--- src/rtl/up_bus_pkg.sv ---
// Shared types and constants for the two-master up-bus arbiter.
package up_bus_pkg;

   localparam int UP_AW     = 14;
   localparam int UP_DW     = 32;
   localparam int NUM_SLOTS = 4;

   // Slot numbering doubles as the round-robin order; bit 0 set means a read channel.
   localparam logic [1:0] SLOT_M0W = 2'd0;
   localparam logic [1:0] SLOT_M0R = 2'd1;
   localparam logic [1:0] SLOT_M1W = 2'd2;
   localparam logic [1:0] SLOT_M1R = 2'd3;

   typedef enum logic [1:0] {
      ST_IDLE  = 2'd0,
      ST_ISSUE = 2'd1,
      ST_WAIT  = 2'd2,
      ST_RESP  = 2'd3
   } arb_state_t;

   // First pending slot strictly after 'last', wrapping; returns 'last' if only it is pending.
   function automatic logic [1:0] rr_pick(input logic [NUM_SLOTS-1:0] pend,
                                          input logic [1:0]           last);
      logic [1:0] cand;
      logic [1:0] pick;
      logic       found;
      pick  = last;
      found = 1'b0;
      for (int i = 1; i <= NUM_SLOTS; i++) begin
         cand = last + 2'(i);
         if (!found && pend[cand]) begin
            pick  = cand;
            found = 1'b1;
         end
      end
      return pick;
   endfunction

endpackage

--- src/rtl/up_bus_arb_slot.sv ---
// One capture slot: latches a request, holds it pending until the arbiter clears it.
module up_bus_arb_slot
   import up_bus_pkg::*;
(
   input  logic             up_clk,
   input  logic             up_rstn,
   input  logic             i_req,
   input  logic [UP_AW-1:0] i_addr,
   input  logic [UP_DW-1:0] i_data,
   input  logic             i_clr,
   output logic             o_pending,
   output logic [UP_AW-1:0] o_addr,
   output logic [UP_DW-1:0] o_data,
   output logic             o_drop
);

   logic             r_pending;
   logic [UP_AW-1:0] r_addr;
   logic [UP_DW-1:0] r_data;
   logic             w_accept;

   // A slot being cleared this cycle is free to take a new request at the same time.
   assign w_accept  = i_req && (!r_pending || i_clr);
   assign o_drop    = i_req && r_pending && !i_clr;
   assign o_pending = r_pending;
   assign o_addr    = r_addr;
   assign o_data    = r_data;

   // Capture on an accepted request, otherwise drop the pending flag when cleared.
   always_ff @(posedge up_clk or negedge up_rstn) begin
      if (!up_rstn) begin
         r_pending <= 1'b0;
         r_addr    <= '0;
         r_data    <= '0;
      end else begin
         if (w_accept) begin
            r_pending <= 1'b1;
            r_addr    <= i_addr;
            r_data    <= i_data;
         end else if (i_clr) begin
            r_pending <= 1'b0;
         end
      end
   end

endmodule

--- src/rtl/up_bus_arb.sv ---
// Round-robin arbiter sharing one up-bus slave between two masters, with a watchdog.
module up_bus_arb
   import up_bus_pkg::*;
#(
   parameter int unsigned     TIMEOUT_CYCLES = 32,
   parameter logic [UP_DW-1:0] TIMEOUT_DATA  = 32'hDEAD_DEAD
) (
   input  logic             up_clk,
   input  logic             up_rstn,
   input  logic             up_wreq_m0,
   input  logic [UP_AW-1:0] up_waddr_m0,
   input  logic [UP_DW-1:0] up_wdata_m0,
   output logic             up_wack_m0,
   input  logic             up_rreq_m0,
   input  logic [UP_AW-1:0] up_raddr_m0,
   output logic [UP_DW-1:0] up_rdata_m0,
   output logic             up_rack_m0,
   input  logic             up_wreq_m1,
   input  logic [UP_AW-1:0] up_waddr_m1,
   input  logic [UP_DW-1:0] up_wdata_m1,
   output logic             up_wack_m1,
   input  logic             up_rreq_m1,
   input  logic [UP_AW-1:0] up_raddr_m1,
   output logic [UP_DW-1:0] up_rdata_m1,
   output logic             up_rack_m1,
   output logic             up_wreq,
   output logic [UP_AW-1:0] up_waddr,
   output logic [UP_DW-1:0] up_wdata,
   input  logic             up_wack,
   output logic             up_rreq,
   output logic [UP_AW-1:0] up_raddr,
   input  logic [UP_DW-1:0] up_rdata,
   input  logic             up_rack,
   output logic             up_busy,
   output logic             up_timeout,
   output logic             up_drop
);

   localparam logic [7:0] TO_LIMIT = 8'(TIMEOUT_CYCLES);

   arb_state_t       r_state;
   logic [1:0]       r_gnt;
   logic [1:0]       r_last;
   logic [7:0]       r_timer;
   logic             r_wreq;
   logic             r_rreq;
   logic [UP_AW-1:0] r_waddr;
   logic [UP_DW-1:0] r_wdata;
   logic [UP_AW-1:0] r_raddr;
   logic             r_wack_m0;
   logic             r_rack_m0;
   logic [UP_DW-1:0] r_rdata_m0;
   logic             r_wack_m1;
   logic             r_rack_m1;
   logic [UP_DW-1:0] r_rdata_m1;
   logic             r_busy;
   logic             r_timeout;
   logic             r_drop;

   logic [NUM_SLOTS-1:0] w_req;
   logic [UP_AW-1:0]     w_in_addr   [NUM_SLOTS];
   logic [UP_DW-1:0]     w_in_data   [NUM_SLOTS];
   logic [NUM_SLOTS-1:0] w_pending;
   logic [UP_AW-1:0]     w_slot_addr [NUM_SLOTS];
   logic [UP_DW-1:0]     w_slot_data [NUM_SLOTS];
   logic [NUM_SLOTS-1:0] w_drop;
   logic [NUM_SLOTS-1:0] w_clr;
   logic [1:0]           w_pick;
   logic                 w_ack_match;
   logic                 w_expired;
   logic [UP_DW-1:0]     w_resp_data;

   // Channel inputs gathered into slot order; read slots carry no data.
   assign w_req = {up_rreq_m1, up_wreq_m1, up_rreq_m0, up_wreq_m0};
   assign w_in_addr[SLOT_M0W] = up_waddr_m0;
   assign w_in_addr[SLOT_M0R] = up_raddr_m0;
   assign w_in_addr[SLOT_M1W] = up_waddr_m1;
   assign w_in_addr[SLOT_M1R] = up_raddr_m1;
   assign w_in_data[SLOT_M0W] = up_wdata_m0;
   assign w_in_data[SLOT_M0R] = '0;
   assign w_in_data[SLOT_M1W] = up_wdata_m1;
   assign w_in_data[SLOT_M1R] = '0;

   for (genvar gi = 0; gi < NUM_SLOTS; gi++) begin : g_slot
      assign w_clr[gi] = (r_state == ST_RESP) && (r_gnt == 2'(gi));
      up_bus_arb_slot u_slot (
         .up_clk    (up_clk),
         .up_rstn   (up_rstn),
         .i_req     (w_req[gi]),
         .i_addr    (w_in_addr[gi]),
         .i_data    (w_in_data[gi]),
         .i_clr     (w_clr[gi]),
         .o_pending (w_pending[gi]),
         .o_addr    (w_slot_addr[gi]),
         .o_data    (w_slot_data[gi]),
         .o_drop    (w_drop[gi])
      );
   end

   assign w_pick      = rr_pick(w_pending, r_last);
   // Only the ack of the granted type counts; the ack beats a simultaneous expiry.
   assign w_ack_match = r_gnt[0] ? up_rack : up_wack;
   assign w_expired   = (r_timer == TO_LIMIT);
   assign w_resp_data = w_ack_match ? up_rdata : TIMEOUT_DATA;

   // Arbiter FSM: grant, issue one slave request, wait for ack or watchdog, answer the master.
   always_ff @(posedge up_clk or negedge up_rstn) begin
      if (!up_rstn) begin
         r_state    <= ST_IDLE;
         r_gnt      <= SLOT_M0W;
         r_last     <= SLOT_M1R;
         r_timer    <= '0;
         r_wreq     <= 1'b0;
         r_rreq     <= 1'b0;
         r_waddr    <= '0;
         r_wdata    <= '0;
         r_raddr    <= '0;
         r_wack_m0  <= 1'b0;
         r_rack_m0  <= 1'b0;
         r_rdata_m0 <= '0;
         r_wack_m1  <= 1'b0;
         r_rack_m1  <= 1'b0;
         r_rdata_m1 <= '0;
         r_busy     <= 1'b0;
         r_timeout  <= 1'b0;
      end else begin
         r_wreq     <= 1'b0;
         r_rreq     <= 1'b0;
         r_wack_m0  <= 1'b0;
         r_rack_m0  <= 1'b0;
         r_rdata_m0 <= '0;
         r_wack_m1  <= 1'b0;
         r_rack_m1  <= 1'b0;
         r_rdata_m1 <= '0;
         r_timeout  <= 1'b0;
         case (r_state)
            ST_IDLE: begin
               if (|w_pending) begin
                  r_gnt   <= w_pick;
                  r_last  <= w_pick;
                  r_busy  <= 1'b1;
                  r_state <= ST_ISSUE;
                  if (w_pick[0]) begin
                     r_rreq  <= 1'b1;
                     r_raddr <= w_slot_addr[w_pick];
                  end else begin
                     r_wreq  <= 1'b1;
                     r_waddr <= w_slot_addr[w_pick];
                     r_wdata <= w_slot_data[w_pick];
                  end
               end
            end
            ST_ISSUE: begin
               r_timer <= '0;
               r_state <= ST_WAIT;
            end
            ST_WAIT: begin
               if (w_ack_match || w_expired) begin
                  r_state   <= ST_RESP;
                  r_timeout <= !w_ack_match;
                  case (r_gnt)
                     SLOT_M0W: r_wack_m0 <= 1'b1;
                     SLOT_M0R: begin
                        r_rack_m0  <= 1'b1;
                        r_rdata_m0 <= w_resp_data;
                     end
                     SLOT_M1W: r_wack_m1 <= 1'b1;
                     default: begin
                        r_rack_m1  <= 1'b1;
                        r_rdata_m1 <= w_resp_data;
                     end
                  endcase
               end else begin
                  r_timer <= r_timer + 8'd1;
               end
            end
            default: begin
               r_busy  <= 1'b0;
               r_state <= ST_IDLE;
            end
         endcase
      end
   end

   // Discarded requests from any slot collapse into one registered pulse.
   always_ff @(posedge up_clk or negedge up_rstn) begin
      if (!up_rstn) r_drop <= 1'b0;
      else          r_drop <= |w_drop;
   end

   assign up_wreq     = r_wreq;
   assign up_waddr    = r_waddr;
   assign up_wdata    = r_wdata;
   assign up_rreq     = r_rreq;
   assign up_raddr    = r_raddr;
   assign up_wack_m0  = r_wack_m0;
   assign up_rack_m0  = r_rack_m0;
   assign up_rdata_m0 = r_rdata_m0;
   assign up_wack_m1  = r_wack_m1;
   assign up_rack_m1  = r_rack_m1;
   assign up_rdata_m1 = r_rdata_m1;
   assign up_busy     = r_busy;
   assign up_timeout  = r_timeout;
   assign up_drop     = r_drop;

endmodule

--- config.mk ---
export PLATFORM = sky130hd
export DESIGN_NAME = up_bus_arb
export DESIGN_NICKNAME = d
export VERILOG_FILES = /design/src/rtl/up_bus_pkg.sv /design/src/rtl/up_bus_arb_slot.sv /design/src/rtl/up_bus_arb.sv
export SDC_FILE = /design/constraint.sdc
export NUM_CORES = 1
export LEC_CHECK = 0
export BUFFER_PORTS_ARGS = -buffer_cell sky130_fd_sc_hd__buf_4
export CORE_AREA = 5 5 204 206
export CTS_BUF_LIST = sky130_fd_sc_hd__clkbuf_8
export CTS_CLUSTER_SIZE = 30
export DETAILED_ROUTE_END_ITERATION = 8
export DIE_AREA = 0 0 209 211
export PLACE_DENSITY = 0.62
export SLEW_MARGIN = 20
export SYNTH_ARGS = -nofsm -noshare
export SYNTH_HDL_FRONTEND = slang
export SYNTH_HIERARCHICAL = 1
export SYNTH_SLANG_ARGS = --single-unit
--- constraint.sdc ---
create_clock -name up_clk -period 3 [get_ports up_clk]
set_input_delay 0.45 -clock up_clk [delete_from_list [all_inputs] [get_ports up_clk]]
set_output_delay 0.45 -clock up_clk [all_outputs]
set_load 0.1 [all_outputs]
# --- Yosys cells after proc, flatten, opt, wreduce, memory -nomap -nowiden ---
# Index checks and enable logic that the tools add are counted.
word_totals:
  inputBits: 160
  mem_bits_rw: 0
  elab_cells: 167
  latchBits: 0
  output_inout_bits: 133
  register_bits: 271
  memories: 0
  mem_bits_ro: 0
op_classes:
  reduce_logical: 53
  mux: 64
  bitwise: 3
  addsub: 4
  magnitude_cmp: 5
  div: 0
  n_shift: 0
  mul: 0
  n_eq_ne: 10
op_table:
  columns: ["operator", "n"]
  rows:
  - ["32-bit two-way mux", 9]
  - ["32-bit binary-select mux with 2-bit select", 1]
  - ["1-bit two-way mux", 37]
  - ["14-bit binary-select mux with 2-bit select", 1]
  - ["14-bit two-way mux", 2]
  - ["1-bit logical AND", 19]
  - ["8-bit case mux with 2 select lines", 1]
  - ["1-bit zero test", 12]
  - ["2-bit by 3-bit less-than comparator with 1-bit output (second input constant)", 4]
  - ["2-bit two-way mux", 6]
  - ["2-bit nonzero test", 5]
  - ["8-bit by 1-bit adder with 8-bit output (second input constant)", 1]
  - ["1-bit binary-select mux with 2-bit select", 4]
  - ["2-bit == test (second input constant)", 4]
  - ["8-bit by 6-bit == test with 1-bit output (second input constant)", 1]
  - ["8-bit two-way mux", 1]
  - ["2-bit AND reduction", 4]
  - ["4-bit OR reduction", 2]
  - ["2-bit != test (second input constant)", 3]
  - ["2-bit case mux with 3 select lines", 1]
  - ["3-bit AND reduction", 2]
  - ["1-bit logical OR", 5]
  - ["2-bit adder (second input constant)", 2]
  - ["2-bit by 1-bit == test with 1-bit output (second input constant)", 2]
  - ["other kinds (8)", 10]

# --- Longest topological paths before layout ---
logic_depth:
  depth_word: 17
  mapped_depth: 9
  mapped_depth_nobuf: 7

# --- By module ---
# Netlist, hierarchy kept.
modules_own_cells:
  columns: ["mod", "n_inst", "area_each_um2", "seq_area_each_um2", "cells_each"]
  rows:
  - ["up_bus_arb_slot", 4, 1925.6, 1176.1, 102]
  - ["up_bus_arb", 1, 6000.8, 3681.0, 542]

# --- Worst setup path before layout ---
# No wires, ideal clock.
synth_timing:
  path_kind: "register -> register"
  from: "register r_state[0]"
  to: "register r_waddr[0] (netlist: up_waddr[0])"
  setup_slack_ns: 1.155
  arrival_ns: 1.767
  stages_incl_launch_ff: 9
  required_ns: 2.922
  path_buffers: 2
  synth_period_minus_slack_ns: 1.845
  setup_ns: 0.078
  path_cell_list: "dfrtp_1 -> inv_1 -> ha_1 -> or2b_4 -> and4b_1 -> buf_6 -> clkbuf_1 -> nor2_1 -> a21oi_1"
synth_between:
  elab_chain_len: 2
synth_rtl:
  columns: ["element", "line_no", "text"]
  rows:
  - ["start, declared", "up_bus_arb.sv:41", "arb_state_t r_state;"]
  - ["start signal, assigned", "up_bus_arb.sv:109", "r_state <= ST_IDLE;"]
  - ["start signal, assigned", "up_bus_arb.sv:142", "r_state <= ST_ISSUE;"]
  - ["start signal, assigned", "up_bus_arb.sv:155", "r_state <= ST_WAIT;"]
  - ["2-bit zero test", "up_bus_arb.sv:136", "case (r_state)"]
  - ["3-bit AND reduction (no source line)", null, null]
  - ["end signal, assigned", "up_bus_arb.sv:148", "r_waddr <= w_slot_addr[w_pick];"]
  - ["end, declared", "up_bus_arb.sv:47", "logic [UP_AW-1:0] r_waddr;"]
# No other way between the ends.
# A chain may end at the register's enable or synchronous reset.

# --- Worst setup path after layout ---
layout_timing:
  from: "register r_state[0]"
  to: "register r_wdata[15] (netlist: up_wdata[15])"
layout_between:
  elab_chain_len: 2
layout_rtl:
  columns: ["element", "line_no", "text"]
  rows:
  - ["2-bit zero test", "up_bus_arb.sv:136", null]
  - ["3-bit AND reduction (no source line)", null, null]
  - ["end signal, assigned", "up_bus_arb.sv:149", "r_wdata <= w_slot_data[w_pick];"]
  - ["end, declared", "up_bus_arb.sv:48", "logic [UP_DW-1:0] r_wdata;"]
# No other way between the ends.

==> impl_metrics.csv <==
group,metric,value,unit
route,drc,0,
final_layout,drive_gt1_share,45.0,%
route,postRouteAntennaNets,0,
critical_path,crit_slowest_cell,"and4b_4",
floorplanning,start_util,28.1,%
critical_path,r2r_cells,7,
sta,rsz0062_at_grt,"false",
sta,finalSetupViolCount,0,
global_routing,grt_max_degree,65,
floorplanning,rows,73,
cts,path_clk_slew,60,ps
final_layout,final_cell_mix,"buf_4, dfrtp_1, nor2_1",
floorplanning,die-area,44100,sq um
critical_path,critPathTopFamily,"simple AND/OR/NAND/NOR gates",
logic_synthesis,syn_avg_cell_area,13.6,sq um
final_layout,syn2layout_area_growth,35.1,%
min_path,hold_path_class,"in -> reg",
cts,htreeDepth,2,
route,via_per_inst,4.29,
global_routing,grt-ovfl-total,0,
critical_path,crit_path_end,"up_wdata[15]",
floorplanning,core_area,39500,sq um
cts,clockBufferDepth,3,
logic_synthesis,netlist_area,11100,sq um
final_layout,regArea,6780,sq um
critical_path,r2r_setup_slack,810,ps
critical_path,critPathCaptureType,"flip-flop",
route,met2_wirelength,14300,microns
critical_path,cp_data_arrival_time,2680,ps
cts,cts-root-buf,"clkbuf_8",
sta,fin_skew,23.3,ps
sta,fin_crit_sh,72.8,%
sta,maxSlewViolCount,0,
placement,gp_congestion,0.767,
floorplanning,pin_count,293,
logic_synthesis,ys_warn_count,6,
placement,portBuffers,292,
critical_path,crit_chain,"inv_1 -> ha_1 -> or2b_4 -> and4b_4 -> buf_4 -> nor2_1 -> a21oi_1",
critical_path,path_depth,7,
global_routing,antenna_found_initial,4,
final_layout,multiInputGateArea,3960,sq um
global_routing,grtUsageTotal,13.0,%
route,dr_wl_met3,2260,microns
sta,max_freq,458,MHz
placement,hpwlAfterDp,20100,microns
cts,numCtsBuffers,50,
final_layout,fillCellCount,3855,
route,drt-met1-wl,11900,microns
critical_path,crit_fanout,21,
route,first_pass_iters,4,
cts,ctsResizeCount,0,
critical_path,critical_path.max_stage_delay,530,ps
route,vias,7315,
critical_path,crit_start,"r_state[0]",
critical_path,r2r-start,"r_state[0]",
logic_synthesis,synthCells,817,
final_layout,finalNetCount,1306,
final_layout,layout_commonest_cell,"buf_4",
critical_path,cp.required,3500,ps
floorplanning,chipWidth,209,microns
sta,finalHoldViolations,0,
sta,setup_tns,0,ps
sta,fin_crit,2190,ps
route,highest_layer,"met5",
route,wirelength,29300,microns
cts,clock_latency,590,ps
cts,tritoncts,"built",
logic_synthesis,synth_fp_nets,984,
critical_path,worst-path-buf-inv,2,
global_routing,grt_pass1_wl,45200,microns
critical_path,crit_type,"reg -> reg",
critical_path,r2r-end,"up_wdata[15]",
floorplanning,die_h,211,microns
route,drtIter0Drc,262,
sta,max_slew_margin,61.7,%
outcome,outcome,"finished clean",
cts,cts_sinks,271,
sta,tightestPinTransition,572,ps
critical_path,cp-start-kind,"flip-flop",
global_routing,grt_pass1_vias,7906,
route,post_drt_wl_per_cell,17.2,microns
cts,postCtsSetupBuffers,0,
job,maxCapViolCount,0,
## metal layers
layer	GRT usage (%)	vias to the layer above
li1	-	3411
met1	15.6	3636
met2	21.2	213
met3	4.59	49
met4	5.60	6
met5	0	-
## final cells by class
type	count	area share (%)
antenna	1	0.0167
timing repair buffer	311	16.1
tap	525	4.38
clock inverter	22	0.968
sequential	271	45.2
multi-input combinational	491	26.4
clock buffer	71	6.51
inverter	14	0.350
## worst min path at each step
stage                         startpoint                         end  depth (start not counted)
after global placement           up_rstn              up_rdata_m0[1]                          1
after detailed placement         up_rstn              up_rdata_m0[4]                          1
after global routing        up_rdata[22]             up_rdata_m1[22]                          2
final                        up_rdata[6]              up_rdata_m0[6]                          2
after CTS                 up_wdata_m1[4]  g_slot[2].u_slot/o_data[4]                          2
after floorplan                  up_rstn  g_slot[0].u_slot/o_addr[0]                          0
## worst register-to-register path, cell delays in order, from the launching register on
cell,delay (ps)
dfrtp_1,420
inv_1,110
ha_1,210
or2b_4,320
and4b_4,530
buf_4,310
nor2_1,70
a21oi_1,110
## registers in the layout, summed over array words and instances (netlist names)
name and cells:
up_raddr 14, up_wack_m0 1, up_drop 1, r_timer 8
g_slot.u_slot/o_pending 4, up_rack_m0 1, up_rdata_m0 32, up_rdata_m1 32
up_rreq 1, r_gnt 2, up_wack_m1 1, up_wreq 1
r_last 2, up_timeout 1, g_slot.u_slot/o_data 64, up_waddr 14
up_busy 1, up_rack_m1 1, r_state 2, up_wdata 32
g_slot.u_slot/o_addr 56
## what timing repair did
action | CTS | global route
hold buffers | 1 | 0
endpoints found under the hold margin | 56 | 0
setup endpoints to repair | 0 | 0
## per-stage QoR
step	instances	setup slack (ps)	hold WS (ps)	instance area [sq um]	util [%]
final	1706	815	73.6	15000	38.0
after global routing	1706	614	27.9	15000	38.0
after CTS	1705	787	1.53	15000	38.0
after detailed placement	1611	815	437	13900	35.1
after global placement	1611	893	431	13900	35.1
after floorplan	817	1150	154	11100	-
Power is left out: the tool's default activity adds up to more than one toggle a clock period on the data nets, which glitch-free logic cannot reach.
